==> src/rtl/ps2_pkg.sv <==
// Shared definitions for the PS/2 keyboard event decoder: event kinds,
// scan-code constants and the scan-code to ASCII mapping functions.
package ps2_pkg;

    typedef enum logic [2:0] {
        KIND_SYMBOL    = 3'd0,
        KIND_LEFT      = 3'd1,
        KIND_RIGHT     = 3'd2,
        KIND_BACKSPACE = 3'd3,
        KIND_ENTER     = 3'd4,
        KIND_DELETE    = 3'd5,
        KIND_HOME      = 3'd6,
        KIND_END       = 3'd7
    } kind_e;

    // Modifier keys
    localparam logic [15:0] SC_LSHIFT   = 16'h0012;
    localparam logic [15:0] SC_RSHIFT   = 16'h0059;
    localparam logic [15:0] SC_CAPS     = 16'h0058;
    // Editing / navigation keys
    localparam logic [15:0] SC_LEFT     = 16'hE06B;
    localparam logic [15:0] SC_RIGHT    = 16'hE074;
    localparam logic [15:0] SC_BKSP     = 16'h0066;
    localparam logic [15:0] SC_ENTER    = 16'h005A;
    localparam logic [15:0] SC_KP_ENTER = 16'hE05A;
    localparam logic [15:0] SC_DELETE   = 16'hE071;
    localparam logic [15:0] SC_HOME     = 16'hE06C;
    localparam logic [15:0] SC_END      = 16'hE069;
    localparam logic [15:0] SC_KP_SLASH = 16'hE04A;
    localparam logic [15:0] SC_SPACE    = 16'h0029;

    // Queue entry is {kind, symbol}
    localparam int EVENT_W = 10;

    typedef struct packed {
        logic       hit;
        kind_e      kind;
        logic [6:0] sym;
    } key_event_t;

    // Letter keys: returns {hit, lowercase ASCII}
    function automatic logic [7:0] letter_lc(input logic [7:0] code);
        logic [7:0] r;
        case (code)
            8'h1C: r = {1'b1, 7'h61}; // a
            8'h32: r = {1'b1, 7'h62}; // b
            8'h21: r = {1'b1, 7'h63}; // c
            8'h23: r = {1'b1, 7'h64}; // d
            8'h24: r = {1'b1, 7'h65}; // e
            8'h2B: r = {1'b1, 7'h66}; // f
            8'h34: r = {1'b1, 7'h67}; // g
            8'h33: r = {1'b1, 7'h68}; // h
            8'h43: r = {1'b1, 7'h69}; // i
            8'h3B: r = {1'b1, 7'h6A}; // j
            8'h42: r = {1'b1, 7'h6B}; // k
            8'h4B: r = {1'b1, 7'h6C}; // l
            8'h3A: r = {1'b1, 7'h6D}; // m
            8'h31: r = {1'b1, 7'h6E}; // n
            8'h44: r = {1'b1, 7'h6F}; // o
            8'h4D: r = {1'b1, 7'h70}; // p
            8'h15: r = {1'b1, 7'h71}; // q
            8'h2D: r = {1'b1, 7'h72}; // r
            8'h1B: r = {1'b1, 7'h73}; // s
            8'h2C: r = {1'b1, 7'h74}; // t
            8'h3C: r = {1'b1, 7'h75}; // u
            8'h2A: r = {1'b1, 7'h76}; // v
            8'h1D: r = {1'b1, 7'h77}; // w
            8'h22: r = {1'b1, 7'h78}; // x
            8'h35: r = {1'b1, 7'h79}; // y
            8'h1A: r = {1'b1, 7'h7A}; // z
            default: r = 8'h00;
        endcase
        return r;
    endfunction

    // Top-row digits and punctuation: shift selects the upper legend,
    // Caps Lock has no effect. Returns {hit, ASCII}.
    function automatic logic [7:0] shift_map(input logic [7:0] code, input logic shift);
        logic [6:0] lo;
        logic [6:0] hi;
        logic       hit;
        hit = 1'b1;
        case (code)
            8'h16: begin lo = 7'h31; hi = 7'h21; end // 1 !
            8'h1E: begin lo = 7'h32; hi = 7'h40; end // 2 @
            8'h26: begin lo = 7'h33; hi = 7'h23; end // 3 #
            8'h25: begin lo = 7'h34; hi = 7'h24; end // 4 $
            8'h2E: begin lo = 7'h35; hi = 7'h25; end // 5 %
            8'h36: begin lo = 7'h36; hi = 7'h5E; end // 6 ^
            8'h3D: begin lo = 7'h37; hi = 7'h26; end // 7 &
            8'h3E: begin lo = 7'h38; hi = 7'h2A; end // 8 *
            8'h46: begin lo = 7'h39; hi = 7'h28; end // 9 (
            8'h45: begin lo = 7'h30; hi = 7'h29; end // 0 )
            8'h4E: begin lo = 7'h2D; hi = 7'h5F; end // - _
            8'h55: begin lo = 7'h3D; hi = 7'h2B; end // = +
            8'h54: begin lo = 7'h5B; hi = 7'h7B; end // [ {
            8'h5B: begin lo = 7'h5D; hi = 7'h7D; end // ] }
            8'h4C: begin lo = 7'h3B; hi = 7'h3A; end // ; :
            8'h41: begin lo = 7'h2C; hi = 7'h3C; end // , <
            8'h49: begin lo = 7'h2E; hi = 7'h3E; end // . >
            8'h4A: begin lo = 7'h2F; hi = 7'h3F; end // / ?
            8'h29: begin lo = 7'h20; hi = 7'h20; end // space
            default: begin lo = 7'h00; hi = 7'h00; hit = 1'b0; end
        endcase
        return {hit, (shift ? hi : lo)};
    endfunction

    // Keypad keys (plain codes): fixed characters, no shift/caps effect
    function automatic logic [7:0] keypad_char(input logic [7:0] code);
        logic [7:0] r;
        case (code)
            8'h70: r = {1'b1, 7'h30}; // 0
            8'h69: r = {1'b1, 7'h31}; // 1
            8'h72: r = {1'b1, 7'h32}; // 2
            8'h7A: r = {1'b1, 7'h33}; // 3
            8'h6B: r = {1'b1, 7'h34}; // 4
            8'h73: r = {1'b1, 7'h35}; // 5
            8'h74: r = {1'b1, 7'h36}; // 6
            8'h6C: r = {1'b1, 7'h37}; // 7
            8'h75: r = {1'b1, 7'h38}; // 8
            8'h7D: r = {1'b1, 7'h39}; // 9
            8'h71: r = {1'b1, 7'h2E}; // .
            8'h7C: r = {1'b1, 7'h2A}; // *
            8'h7B: r = {1'b1, 7'h2D}; // -
            8'h79: r = {1'b1, 7'h2B}; // +
            default: r = 8'h00;
        endcase
        return r;
    endfunction

    // Full classification of one make code into a queue event
    function automatic key_event_t classify_key(input logic [15:0] code,
                                                input logic        shift,
                                                input logic        caps);
        key_event_t ev;
        logic [7:0] lt;
        logic [7:0] pm;
        logic [7:0] kp;
        ev = '{hit: 1'b0, kind: KIND_SYMBOL, sym: 7'h00};
        lt = letter_lc(code[7:0]);
        pm = shift_map(code[7:0], shift);
        kp = keypad_char(code[7:0]);
        case (code)
            SC_LEFT:     ev = '{hit: 1'b1, kind: KIND_LEFT,      sym: 7'h00};
            SC_RIGHT:    ev = '{hit: 1'b1, kind: KIND_RIGHT,     sym: 7'h00};
            SC_BKSP:     ev = '{hit: 1'b1, kind: KIND_BACKSPACE, sym: 7'h00};
            SC_ENTER,
            SC_KP_ENTER: ev = '{hit: 1'b1, kind: KIND_ENTER,     sym: 7'h00};
            SC_DELETE:   ev = '{hit: 1'b1, kind: KIND_DELETE,    sym: 7'h00};
            SC_HOME:     ev = '{hit: 1'b1, kind: KIND_HOME,      sym: 7'h00};
            SC_END:      ev = '{hit: 1'b1, kind: KIND_END,       sym: 7'h00};
            SC_KP_SLASH: ev = '{hit: 1'b1, kind: KIND_SYMBOL,    sym: 7'h2F};
            default: begin
                if (code[15:8] != 8'h00) begin
                    ev.hit = 1'b0;
                end else if (lt[7]) begin
                    ev.hit = 1'b1;
                    ev.sym = (shift ^ caps) ? (lt[6:0] - 7'h20) : lt[6:0];
                end else if (pm[7]) begin
                    ev.hit = 1'b1;
                    ev.sym = pm[6:0];
                end else if (kp[7]) begin
                    ev.hit = 1'b1;
                    ev.sym = kp[6:0];
                end else begin
                    ev.hit = 1'b0;
                end
            end
        endcase
        return ev;
    endfunction

endpackage

==> src/rtl/key_fifo.sv <==
// Synchronous FIFO with full/empty flags; a push while full is accepted
// only when a pop happens in the same cycle.
module key_fifo #(
    parameter int WIDTH = 10,
    parameter int DEPTH = 8
) (
    input  logic             clk,
    input  logic             rst_n,
    input  logic             push_i,
    input  logic [WIDTH-1:0] data_i,
    input  logic             pop_i,
    output logic [WIDTH-1:0] data_o,
    output logic             full_o,
    output logic             empty_o
);
    localparam int AW = (DEPTH > 1) ? $clog2(DEPTH) : 1;
    localparam int CW = AW + 1;
    localparam logic [AW-1:0] PTR_ONE  = AW'(1);
    localparam logic [CW-1:0] CNT_ONE  = CW'(1);
    localparam logic [CW-1:0] CNT_FULL = CW'(DEPTH);

    logic [WIDTH-1:0] mem_q [DEPTH];
    logic [AW-1:0]    wr_ptr_q, wr_ptr_d;
    logic [AW-1:0]    rd_ptr_q, rd_ptr_d;
    logic [CW-1:0]    count_q, count_d;
    logic             wr_en_s;
    logic             rd_en_s;

    assign full_o  = (count_q == CNT_FULL);
    assign empty_o = (count_q == {CW{1'b0}});
    assign data_o  = mem_q[rd_ptr_q];

    // Qualify push/pop and compute next pointers and occupancy
    always_comb begin
        rd_en_s  = pop_i & ~empty_o;
        wr_en_s  = push_i & (~full_o | rd_en_s);
        wr_ptr_d = wr_ptr_q;
        rd_ptr_d = rd_ptr_q;
        count_d  = count_q;
        if (wr_en_s) begin
            wr_ptr_d = wr_ptr_q + PTR_ONE;
        end else begin
            wr_ptr_d = wr_ptr_q;
        end
        if (rd_en_s) begin
            rd_ptr_d = rd_ptr_q + PTR_ONE;
        end else begin
            rd_ptr_d = rd_ptr_q;
        end
        case ({wr_en_s, rd_en_s})
            2'b10:   count_d = count_q + CNT_ONE;
            2'b01:   count_d = count_q - CNT_ONE;
            default: count_d = count_q;
        endcase
    end

    // Pointer and occupancy registers
    always_ff @(posedge clk or negedge rst_n) begin
        if (!rst_n) begin
            wr_ptr_q <= {AW{1'b0}};
            rd_ptr_q <= {AW{1'b0}};
            count_q  <= {CW{1'b0}};
        end else begin
            wr_ptr_q <= wr_ptr_d;
            rd_ptr_q <= rd_ptr_d;
            count_q  <= count_d;
        end
    end

    // Storage array write
    always_ff @(posedge clk or negedge rst_n) begin
        if (!rst_n) begin
            for (int i = 0; i < DEPTH; i++) begin
                mem_q[i] <= {WIDTH{1'b0}};
            end
        end else if (wr_en_s) begin
            mem_q[wr_ptr_q] <= data_i;
        end
    end

endmodule

==> src/rtl/ps2_keyboard.sv <==
// PS/2 keyboard event decoder: tracks Shift/Caps state, turns make codes
// into {kind, ASCII} events through a two-stage pipeline and queues them.
module ps2_keyboard
    import ps2_pkg::*;
#(
    parameter int FIFO_DEPTH  = 8,
    parameter bit CAPS_ENABLE = 1'b1
) (
    input  logic        clk,
    input  logic        rst_n,
    input  logic [15:0] key,
    input  logic        key_pressed,
    input  logic        new_key,
    output logic        out_valid,
    input  logic        out_ready,
    output logic [2:0]  out_kind,
    output logic [6:0]  out_symbol,
    output logic        caps_lock,
    output logic        overflow,
    input  logic        overflow_clr
);
    // Modifier state
    logic lshift_q, lshift_d;
    logic rshift_q, rshift_d;
    logic caps_held_q, caps_held_d;
    logic caps_lock_q, caps_lock_d;

    // Stage 1: captured key plus modifier snapshot
    logic        s1_valid_q, s1_valid_d;
    logic [15:0] s1_key_q, s1_key_d;
    logic        s1_pressed_q, s1_pressed_d;
    logic        s1_shift_q, s1_shift_d;
    logic        s1_caps_q, s1_caps_d;

    // Stage 2: classified event ready for the queue
    logic        s2_valid_q, s2_valid_d;
    kind_e       s2_kind_q, s2_kind_d;
    logic [6:0]  s2_sym_q, s2_sym_d;
    key_event_t  ev_s;

    logic        overflow_q, overflow_d;

    logic [EVENT_W-1:0] head_s;
    logic               full_s;
    logic               empty_s;
    logic               pop_s;

    assign out_valid  = ~empty_s;
    assign out_kind   = empty_s ? 3'd0 : head_s[9:7];
    assign out_symbol = empty_s ? 7'd0 : head_s[6:0];
    assign caps_lock  = caps_lock_q;
    assign overflow   = overflow_q;
    assign pop_s      = out_valid & out_ready;

    // Shift/Caps tracking; Caps toggles only on the first make of a press
    always_comb begin
        lshift_d    = lshift_q;
        rshift_d    = rshift_q;
        caps_held_d = caps_held_q;
        caps_lock_d = caps_lock_q;
        if (new_key) begin
            case (key)
                SC_LSHIFT: lshift_d = key_pressed;
                SC_RSHIFT: rshift_d = key_pressed;
                SC_CAPS: begin
                    caps_held_d = key_pressed;
                    if (key_pressed && !caps_held_q) begin
                        caps_lock_d = CAPS_ENABLE ? ~caps_lock_q : 1'b0;
                    end else begin
                        caps_lock_d = caps_lock_q;
                    end
                end
                default: lshift_d = lshift_q;
            endcase
        end else begin
            lshift_d = lshift_q;
        end
    end

    // Stage 1 capture with the modifier state in effect before this key
    always_comb begin
        s1_valid_d   = new_key;
        s1_key_d     = s1_key_q;
        s1_pressed_d = s1_pressed_q;
        s1_shift_d   = s1_shift_q;
        s1_caps_d    = s1_caps_q;
        if (new_key) begin
            s1_key_d     = key;
            s1_pressed_d = key_pressed;
            s1_shift_d   = lshift_q | rshift_q;
            s1_caps_d    = caps_lock_q;
        end else begin
            s1_key_d     = s1_key_q;
        end
    end

    // Stage 2 classification: only recognised makes become events
    always_comb begin
        ev_s       = classify_key(s1_key_q, s1_shift_q, s1_caps_q);
        s2_valid_d = s1_valid_q & s1_pressed_q & ev_s.hit;
        s2_kind_d  = ev_s.kind;
        s2_sym_d   = ev_s.sym;
    end

    // Sticky overflow: a new drop wins over a concurrent clear
    always_comb begin
        overflow_d = overflow_q;
        if (s2_valid_q && full_s && !pop_s) begin
            overflow_d = 1'b1;
        end else if (overflow_clr) begin
            overflow_d = 1'b0;
        end else begin
            overflow_d = overflow_q;
        end
    end

    // Modifier and overflow registers
    always_ff @(posedge clk or negedge rst_n) begin
        if (!rst_n) begin
            lshift_q    <= 1'b0;
            rshift_q    <= 1'b0;
            caps_held_q <= 1'b0;
            caps_lock_q <= 1'b0;
            overflow_q  <= 1'b0;
        end else begin
            lshift_q    <= lshift_d;
            rshift_q    <= rshift_d;
            caps_held_q <= caps_held_d;
            caps_lock_q <= caps_lock_d;
            overflow_q  <= overflow_d;
        end
    end

    // Pipeline registers
    always_ff @(posedge clk or negedge rst_n) begin
        if (!rst_n) begin
            s1_valid_q   <= 1'b0;
            s1_key_q     <= 16'h0000;
            s1_pressed_q <= 1'b0;
            s1_shift_q   <= 1'b0;
            s1_caps_q    <= 1'b0;
            s2_valid_q   <= 1'b0;
            s2_kind_q    <= KIND_SYMBOL;
            s2_sym_q     <= 7'h00;
        end else begin
            s1_valid_q   <= s1_valid_d;
            s1_key_q     <= s1_key_d;
            s1_pressed_q <= s1_pressed_d;
            s1_shift_q   <= s1_shift_d;
            s1_caps_q    <= s1_caps_d;
            s2_valid_q   <= s2_valid_d;
            s2_kind_q    <= s2_kind_d;
            s2_sym_q     <= s2_sym_d;
        end
    end

    key_fifo #(
        .WIDTH (EVENT_W),
        .DEPTH (FIFO_DEPTH)
    ) u_fifo (
        .clk     (clk),
        .rst_n   (rst_n),
        .push_i  (s2_valid_q),
        .data_i  ({s2_kind_q, s2_sym_q}),
        .pop_i   (pop_s),
        .data_o  (head_s),
        .full_o  (full_s),
        .empty_o (empty_s)
    );

endmodule

==> config.mk <==
export PLATFORM = sky130hd
export DESIGN_NAME = ps2_keyboard
export DESIGN_NICKNAME = d
export VERILOG_FILES = /design/src/rtl/ps2_pkg.sv /design/src/rtl/key_fifo.sv /design/src/rtl/ps2_keyboard.sv
export SDC_FILE = /design/constraint.sdc
export NUM_CORES = 1
export LEC_CHECK = 0
export CAP_MARGIN = 20
export CORE_MARGIN = 4
export CORE_UTILIZATION = 55
export CTS_CLUSTER_DIAMETER = 150
export CTS_CLUSTER_SIZE = 12
export DETAILED_ROUTE_END_ITERATION = 12
export GPL_TIMING_DRIVEN = 0
export PLACE_DENSITY = 0.82
export SETUP_SLACK_MARGIN = 0.4
export SLEW_MARGIN = 20
export SYNTH_ARGS = -nofsm -noshare
export SYNTH_HDL_FRONTEND = slang
export SYNTH_HIERARCHICAL = 1
export SYNTH_SLANG_ARGS = --single-unit
==> constraint.sdc <==
create_clock -name clk -period 3.75 [get_ports clk]
set_clock_uncertainty 0.15 [all_clocks]
set_input_delay 0.375 -clock clk [delete_from_list [all_inputs] [get_ports clk]]
set_output_delay 0.375 -clock clk [all_outputs]
set_load 0.03 [all_outputs]
==> reports/results.ini <==
[clock_network]
cts.clk_slew.worst_paths_ns = 0.06
insertion_delay_ns = 0.41
clkSinkCount = 126
tritoncts = done
cts_root_buffer = clkbuf_16
htree_levels = 4
cts.path.max_buffers = 2
cts_buffers = 17

[global_routing]
antenna_found_initial = 0
grt_pass1_vias = 6185
grt_max_degree = 85
grt_pass1_wl_microns = 34600
overflow = 0
grt_usage = 0.286

[timing]
setup_viol_count_final = 0
fmax_ghz = 0.305
relSlewSlack = 0.402
rsz0062_at_grt = yes
finalHoldViolCount = 0
finalCritPeriodShare = 0.873
tightest_slew_ns = 0.897
setup_ws_ns = 0.476
final_max_slew_viol_count = 0
period_minus_slack_ns = 3.27

[setup_path]
r2r-end = u_fifo/count_q[3]$_DFFE_PN0P_
end_kind = flop
slowest_delay_ns = 0.68
reg2reg_depth = 8
cp-start-kind = flop
arrival_ns = 3.40
crit_chain = or4b_4 -> buf_6 -> o21ai_2 -> ha_2 -> ha_1 -> or4b_2 -> o311ai_0 -> o211ai_1
critical_path_class = flop to flop
crit_slowest_cell = or4b_2
r2r-start = u_fifo/count_q[1]$_DFFE_PN0P_
cp_data_required_time_ns = 3.88
cp_max_fo = 10
r2r_slack_ns = 0.48

[synthesis]
synth-edff-count = 0
synth_area_sq_mm = 0.00746
synth_area_leaders = dfrtp_1 42%, mux2_2 16%, mux4_2 6.0%
synth_cell_types = 84
ys.flop_type = dfrtp_1
syn_nets = 672
seq_area_frac_synth = 0.422
yosys_warnings = 6
synthCells = 637
synth_top_area_frac = 0.422
ys_seq_elements = 126
async_flop_share = 1.00
syn_avg_cell_area_sq_um = 11.7
yosysTopAreaCell = dfrtp_1

[finish]
area_growth_pct = 19.3
diodes = 0
fin_cells = 893
nets = 739
layout_common_cells = 126 x dfrtp_1, 109 x mux2_2, 36 x nand2_1
final_common_cell = dfrtp_1
drive_gt1_frac = 0.321

[routing]
ant_nets = 0
drtIter0Drc = 586
drc = 0
via_per_inst = 6.62
dr.pass1.iters = 5
wl_per_cell_microns = 24.5
vias = 5908
routed_wl_microns = 21900

[min_path]
hp-start = new_key
holdPathStages = 1
min_to = s1_valid_q$_DFF_PN0_
min_path_type = primary input to flop

[floorplan]
initial_utilization = 0.564
dieArea_sq_mm = 0.0155
fp.dieH_microns = 125
core_sq_mm = 0.0132
rows = 42
pin_count = 35
die_x_microns = 125

[placement]
placed_cells = 848
gp_congestion = 0.981
hpwl_microns = 14700
dp_slack_ns = -0.0373
io_buffers = 34

[outcome]
run_status = finished clean

[power]
p_per_area_mw_per_mm2 = 514
ir_drop_mv = 0.316
leakage_nw = 3.97

[job]
cap_violations = 0

[area by class of cell]
class	count	area, sq um
repair buffers	48	474
fillers	953	4340
clock inverters	15	279
flip-flops and latches	126	3150
inverters	15	58.8
plain buffers	38	216
clock buffers	17	425
well taps	176	220
multi-input cells	458	4080
[worst max-delay path, delay by kind of cell, from the launching register on]
| kind | cells | cell delay (ns) |
|---|---|---|
| compound gates | 3 | 0.45 |
| flops | 1 | 0.46 |
| buf+inv | 1 | 0.19 |
| fa+ha+maj | 2 | 0.61 |
| simple gates | 2 | 1.28 |
[layer usage]
metal | track usage | share of wire | wire length, microns
met5 | 0 | 0 | 0
met1 | 0.384 | 0.42 | 9200
met4 | 0.0967 | 0.026 | 563
met2 | 0.467 | 0.49 | 10700
met3 | 0.0583 | 0.062 | 1360
[per-stage QoR]
step           setup TNS (ns)  hold WS, ns  utilization  power (mW)  area, sq um
2_1_floorplan               0      -0.0706            -        2.19         7460
3_3_place_gp          -290.76        0.323        0.606        2.46         8030
3_5_place_dp          -0.0373        0.170        0.608        2.50         8050
4_1_cts                     0        0.271        0.671        4.55         8890
5_1_grt                     0        0.274        0.672        4.75         8900
6_report                    0        0.280        0.672        4.58         8900
[registers in the layout (all words and copies together), names as in the netlist, 3 cells and up]
signal	cells
u_fifo/mem_q	80
s1_key_q	16
s2_sym_q	7
u_fifo/count_q	4
s2_kind_q	3
u_fifo/rd_ptr_q	3
u_fifo/wr_ptr_q	3
[synth_stat cells, types with 9 or more instances]
library cell / n
dfrtp_1: 126
mux2_2: 109
nand2_1: 36
o21ai_0: 28
a21oi_1: 23
nor2_1: 23
nor2b_1: 21
mux4_2: 20
buf_2: 18
clkbuf_1: 14
inv_1: 14
nand3_1: 14
nand2b_1: 13
ha_1: 12
nor3_1: 11
nor4_1: 9
o211ai_1: 9
xnor2_1: 9
[power by group]
| group | switching (mW) | internal (mW) | total [mW] |
|---|---|---|---|
| Sequential | 0.0823 | 1.42 | 1.50 |
| Clock | 0.635 | 1.33 | 1.96 |
| Combinational | 0.654 | 0.458 | 1.11 |
[how the worst max path moves through the flow]
| stage | cells past startpoint | slack (ns) | startpoint | to |
|---|---|---|---|---|
| floorplan | 11 | 0.45 | u_fifo/count_q[0]$_DFFE_PN0P_ | u_fifo/count_q[3]$_DFFE_PN0P_ |
| global placement | 1 | -2.32 | rst_n | s1_key_q[4]$_DFFE_PN0P_ |
| detailed placement | 11 | -0.04 | u_fifo/count_q[0]$_DFFE_PN0P_ | u_fifo/count_q[3]$_DFFE_PN0P_ |
| CTS | 5 | 0.43 | u_fifo/rd_ptr_q[0]$_DFFE_PN0P_ | out_kind[2] |
| global route | 8 | 0.38 | u_fifo/count_q[1]$_DFFE_PN0P_ | u_fifo/count_q[3]$_DFFE_PN0P_ |
| finish | 8 | 0.48 | u_fifo/count_q[1]$_DFFE_PN0P_ | u_fifo/count_q[3]$_DFFE_PN0P_ |
[cells by family (layout without fill, tap and decap cells)]
kind of cell	count (synthesis)	in the layout	synth area share
and+or+nand+nor	176	176	0.139
muxes	136	136	0.234
DFF	126	126	0.422
AOI/OAI and AO/OA	123	123	0.135
buffers and inverters	53	133	0.0350
adders and majority gates	13	13	0.0228
xor gates and xnor gates	10	10	0.0117
[repair_timing]
action,4_1_cts,5_1_grt
pin swaps,0,1
gates resized for setup,9,4
endpoints found under the setup margin,11,5
hold endpoints to repair,42,0
hold buffers,1,0
setup buffers,11,1
No activity file was read; power rests on OpenSTA's default activity.
